<file path="config.mk">
export PLATFORM = sky130hd
export DESIGN_NAME = hc_fifo_pf
export DESIGN_NICKNAME = d
export VERILOG_FILES = /design/src/rtl/hc_pkg.sv /design/src/rtl/hc_fifo_ram.sv /design/src/rtl/hc_fifo_pf.sv
export SDC_FILE = /design/constraint.sdc
export NUM_CORES = 2
export LEC_CHECK = 0
export BUFFER_PORTS_ARGS = -buffer_cell sky130_fd_sc_hd__buf_2
export CAP_MARGIN = 25
export CORE_UTILIZATION = 60
export DETAILED_ROUTE_END_ITERATION = 8
export PLACE_DENSITY = 0.88
export RECOVER_POWER = 100
export SYNTH_ARGS = -nofsm -noshare
export SYNTH_HDL_FRONTEND = slang
export SYNTH_SLANG_ARGS = --single-unit
</file>
<file path="constraint.sdc">
create_clock -name clk -period 42.8 [get_ports clk]
set_clock_uncertainty 0.05 [all_clocks]
set_input_delay 4.28 -clock clk [delete_from_list [all_inputs] [get_ports clk]]
set_output_delay 4.28 -clock clk [all_outputs]
set_load 0.01 [all_outputs]
</file>
<file path="src/rtl/hc_pkg.sv">
// Shared types and constants for the host-channel datapath.
package hc_pkg;

  typedef logic [511:0] t_block;

  localparam int unsigned HC_BLOCK_W = $bits(t_block);

  typedef struct packed {
    logic overflow;
    logic underflow;
  } t_fifo_err;

endpackage

</file>
<file path="src/rtl/hc_fifo_ram.sv">
// WIDTH x DEPTH storage: one registered write port, one asynchronous read port.
module hc_fifo_ram #(
  parameter int unsigned WIDTH = 512,
  parameter int unsigned DEPTH = 8,
  localparam int unsigned PW   = $clog2(DEPTH)
) (
  input  logic             clk,
  input  logic             wr_en,
  input  logic [PW-1:0]    wr_addr,
  input  logic [WIDTH-1:0] wr_data,
  input  logic [PW-1:0]    rd_addr,
  output logic [WIDTH-1:0] rd_data
);

  logic [WIDTH-1:0] mem [DEPTH];

  always_ff @(posedge clk) begin
    if (wr_en) mem[wr_addr] <= wr_data;
  end

  assign rd_data = mem[rd_addr];

endmodule

</file>
<file path="src/rtl/hc_fifo_pf.sv">
// Parametrised show-ahead synchronous FIFO with occupancy/threshold status and flush.
// Optional sticky overflow/underflow flags and err_clr port when HC_FIFO_ERR_EN is defined.
module hc_fifo_pf
  import hc_pkg::*;
#(
  parameter int unsigned WIDTH     = HC_BLOCK_W,
  parameter int unsigned DEPTH     = 8,
  parameter int unsigned AF_THRESH = 6,
  parameter int unsigned AE_THRESH = 1,
  localparam int unsigned PW       = $clog2(DEPTH),
  localparam int unsigned CW       = $clog2(DEPTH) + 1
) (
  input  logic             clk,
  input  logic             reset,
  input  logic             flush,
  input  logic [WIDTH-1:0] enq_data,
  input  logic             enq_en,
  output logic             not_full,
  output logic [WIDTH-1:0] deq_data,
  input  logic             deq_en,
  output logic             not_empty,
  output logic [CW-1:0]    count,
  output logic [CW-1:0]    free,
  output logic             almost_full,
  output logic             almost_empty
`ifdef HC_FIFO_ERR_EN
  ,
  output logic             overflow,
  output logic             underflow,
  input  logic             err_clr
`endif
);

  if (DEPTH < 2 || (DEPTH & (DEPTH - 1)) != 0) begin : g_bad_depth
    $error("hc_fifo_pf: DEPTH must be a power of two and >= 2");
  end

  logic [PW-1:0] wr_ptr;
  logic [PW-1:0] rd_ptr;
  logic [CW-1:0] count_q;
  logic          enq_ok;
  logic          deq_ok;

  // Status is decoded purely from count_q so request inputs never reach outputs.
  assign count        = count_q;
  assign free         = CW'(DEPTH) - count_q;
  assign not_full     = (count_q != CW'(DEPTH));
  assign not_empty    = (count_q != '0);
  assign almost_full  = (count_q >= CW'(AF_THRESH));
  assign almost_empty = (count_q <= CW'(AE_THRESH));

  assign enq_ok = enq_en && not_full && !flush;
  assign deq_ok = deq_en && not_empty && !flush;

  always_ff @(posedge clk or posedge reset) begin
    if (reset) begin
      wr_ptr  <= '0;
      rd_ptr  <= '0;
      count_q <= '0;
    end else if (flush) begin
      wr_ptr  <= '0;
      rd_ptr  <= '0;
      count_q <= '0;
    end else begin
      if (enq_ok) wr_ptr <= wr_ptr + 1'b1;
      if (deq_ok) rd_ptr <= rd_ptr + 1'b1;
      case ({enq_ok, deq_ok})
        2'b10:   count_q <= count_q + 1'b1;
        2'b01:   count_q <= count_q - 1'b1;
        default: count_q <= count_q;
      endcase
    end
  end

  hc_fifo_ram #(
    .WIDTH (WIDTH),
    .DEPTH (DEPTH)
  ) u_ram (
    .clk     (clk),
    .wr_en   (enq_ok),
    .wr_addr (wr_ptr),
    .wr_data (enq_data),
    .rd_addr (rd_ptr),
    .rd_data (deq_data)
  );

`ifdef HC_FIFO_ERR_EN
  t_fifo_err err_q;
  logic      ovf_set;
  logic      udf_set;

  assign ovf_set = enq_en && !not_full && !flush;
  assign udf_set = deq_en && !not_empty && !flush;

  // A new error in the same cycle as err_clr keeps the flag set.
  always_ff @(posedge clk or posedge reset) begin
    if (reset) begin
      err_q <= '0;
    end else begin
      err_q.overflow  <= (err_q.overflow  && !err_clr) || ovf_set;
      err_q.underflow <= (err_q.underflow && !err_clr) || udf_set;
    end
  end

  assign overflow  = err_q.overflow;
  assign underflow = err_q.underflow;
`endif

endmodule
</file>
==> results.txt <==
Clock Root Buffer = clkbuf_16
PostCTS Resize Cnt = 0
Share of post-route cells with drive strength above 1 = 28.21%
Post-Place Cells = 10,250
Syn nets = 6,538
Mux share of post-synthesis cell area = 18.73%
Adder-cell share of the synthesized area = 0.05686%
Top Ports = 1,041
DIE HEIGHT = 508.7 um
Crit path kind = reg -> out
Detailed placement HPWL = 210.8 mm
Seq/Total Area, Yosys = 80.01%
Die area = 258,800 um2
Syn avg cell area = 25.61 um2
Period utilization = 61.39%
Final Max Tran Viols = 5,252
Placement Rows = 185
Worst path required time = 38.47 ns
Vias in the first global route = 76,910
H-tree depth = 5
Crit. End Element = output pin
Drt drc = 0
Asr flop ratio synth = 0.2435%
Yosys top cell area share = 79.85%
Non-Filler Instances = 11,080
Largest net degree at the start of global routing = 160
Dpl cell area = 163,200 um2
Tightest Pin Transition = 10.65 ns
Syn Inst Count = 6,014
Largest buffer count on any clock path = 4
Hold WC Path Type = reg -> reg
Clock slew at reported path FFs = 0.06 ns
Final core utilization = 68.62%
Port bufs = 1,040
Drt first-iter violations = 10,450
Mapped cell area = 154,000 um2
Vias/cell = 6.926
Routability congestion estimate = 0.8105
Initial antenna violation count = 156
Remaining Overflow, GRT = 0
F_max = 38.06 MHz
Final min period = 26.28 ns
Startpoint Class = register
RSZ-0062 raised after global routing = false
Failing checks = capacitance limit, slew limit
Area fraction in compound gates after synthesis = 0.05930%
Post-CTS setup buffer count = 0
Total wire length = 419.2 mm
Total track usage = 31.23%
Final #Nets = 7,816
First-pass GRT wire length = 569.5 mm
Core area = 254,600 um2
CTS buffer count = 403
CTS sink cnt = 4,106
Initial Util = 60.50%
Pwr dens = 57.39 nW/um2
Area growth, synth to finish = 13.43%
Xor/xnor share of the synthesized area = 0.03412%
Synth Area in Simple Gates = 0.1568%
Fin area = 174,700 um2
Post-synth top area cell = edfxtp_1
Max cap viols = 95
Worst-Skew Late Latency = 0.96 ns
Final setup viols = 0
Ys Warns = 0
Arr. time, crit path = 21.95 ns
Average wire per standard cell = 37.83 um
Post-synth top flop = edfxtp_1
CTS Hold Bufs = 0
Via count = 76,750
EDFF count, synth = 4,096
Max-slew headroom = -610.1%
Largest family of logic cells by synthesized area = multiplexers
Pleak = 52.77 nW
Antenna viol nets, final = 0
Synth top area cells = edfxtp_1 (80%), mux4_2 (15%), mux2_2 (3.7%)
Synthesis-stage register bit count = 4,106
Distinct cells, synth = 37
Setup TNS = 0 ns
Drt pass-1 iters = 6
Status = finished, violations left
Number of hold violations in the final report = 0
CTS tree = yes
WHS = 0.6927 ns
DIE WIDTH = 508.7 um
Critical path peak fanout = 159
Maximum vdd ir drop = 0.06759 mV
==> sequential cells by signal (all words and copies together) (netlist names) <==
register,cells
rd_ptr,3
wr_ptr,3
u_ram.mem,4096
count,4
==> path summary, 6_finish.rpt <==
kind	start	to	slack (ns)	cells past startpoint
worst max-delay path	rd_ptr[1]	deq_data[150]	16.52	8
worst min-delay path	wr_ptr[1]	wr_ptr[1]	0.69	2
worst max register to register	count[1]	u_ram.mem[0][161]	22.40	13
worst min register to register	wr_ptr[1]	wr_ptr[1]	0.69	2
max in group asynchronous	reset	rd_ptr[0]	39.14	2
min in group asynchronous	reset	rd_ptr[0]	3.26	2
==> placed cells by master, fill, tap and decap left out, types with 2 or more instances in the layout <==
cell           n
edfxtp_1    4096
clkbuf_1    1053
inv_16         5
bufinv_16     40
nor2b_1        5
dfrtp_1        9
nand2_1        5
mux2_1       133
buf_4         24
diode_2      111
and3_1         3
clkbuf_16    405
nand3_1        4
nor2_1        14
o21ai_0        2
inv_1          4
clkinv_1      90
inv_8          2
nor3_1         4
mux4_2      1024
buf_2        149
or3_1          2
xor2_1         5
mux2_2       380
nand2b_1       4
ha_1           7
clkinv_8       4
buf_16         7
clkinv_4       7
clkinv_16      2
inv_6          7
buf_12         3
clkinvlp_4    14
a21oi_1        5
clkinv_2      69
==> metrics by stage <==
stage | total power, W | worst slack (ns)
after global placement | 0.006409 | 30.80
after detailed placement | 0.006483 | 30.65
after floorplan | 0.006006 | 1.577
final | 0.01003 | 16.52
after CTS | 0.01001 | 29.46
after global routing | 0.01026 | 16.12
==> worst max-delay path, cell delays in order (launching register included) <==
cell	delay, ns
dfrtp_1	2.18
clkbuf_1	7.15
clkbuf_1	2.90
clkbuf_1	3.25
clkbuf_1	0.63
clkbuf_1	3.04
mux4_2	0.77
mux2_2	0.19
clkbuf_1	0.39
==> power by group <==
part	internal, W	switching, W
logic	0.000892	0.00104
clock network	0.00198	0.00154
registers	0.00453	0.0000426
total	0.00740	0.00262
==> per-layer routing <==
metal | part of all wire, % | routed length (um) | track usage (%) | vias to the layer above
met2 | 50 | 208600 | 51.23 | 6764
li1 | - | - | - | 28670
met4 | 7.0 | 29490 | 18.53 | 98
met3 | 11 | 46550 | 7.741 | 1463
met5 | 0.15 | 608 | 0 | -
met1 | 32 | 134000 | 37.87 | 39760
==> logic make-up (layout without fill, tap and decap cells) <==
kind of cell,after synthesis,count (layout)
AOI/OAI and AO/OA,14,14
other,0,111
and+or+nand+nor,47,47
buffers and inverters,296,1886
adders and majority gates,7,7
xor gates and xnor gates,6,6
DFF,4106,4106
muxes,1538,1538
==> final cells by class <==
class | count | area [um2]
timing repair buffer | 1165 | 4865
clock buffer | 477 | 10420
clock inverter | 240 | 2360
fill | 14100 | 79890
inverter | 4 | 15.01
multi-input combinational | 1612 | 29330
antenna | 111 | 277.8
tap | 3366 | 4212
sequential | 4106 | 123300
==> cells in the mapped netlist, types with 4 or more instances <==
| cell type | instances |
|---|---|
| nand2_1 | 5 |
| buf_6 | 29 |
| nor3_1 | 4 |
| nor2_1 | 15 |
| nand2b_1 | 4 |
| mux4_2 | 1024 |
| nor2b_1 | 5 |
| ha_1 | 7 |
| inv_1 | 4 |
| buf_2 | 105 |
| clkbuf_1 | 138 |
| buf_1 | 18 |
| edfxtp_1 | 4096 |
| dfrtp_1 | 10 |
| a21oi_1 | 5 |
| xor2_1 | 5 |
| mux2_2 | 512 |
| nand3_1 | 4 |
Note: power is estimated with default switching activity, not from simulation.
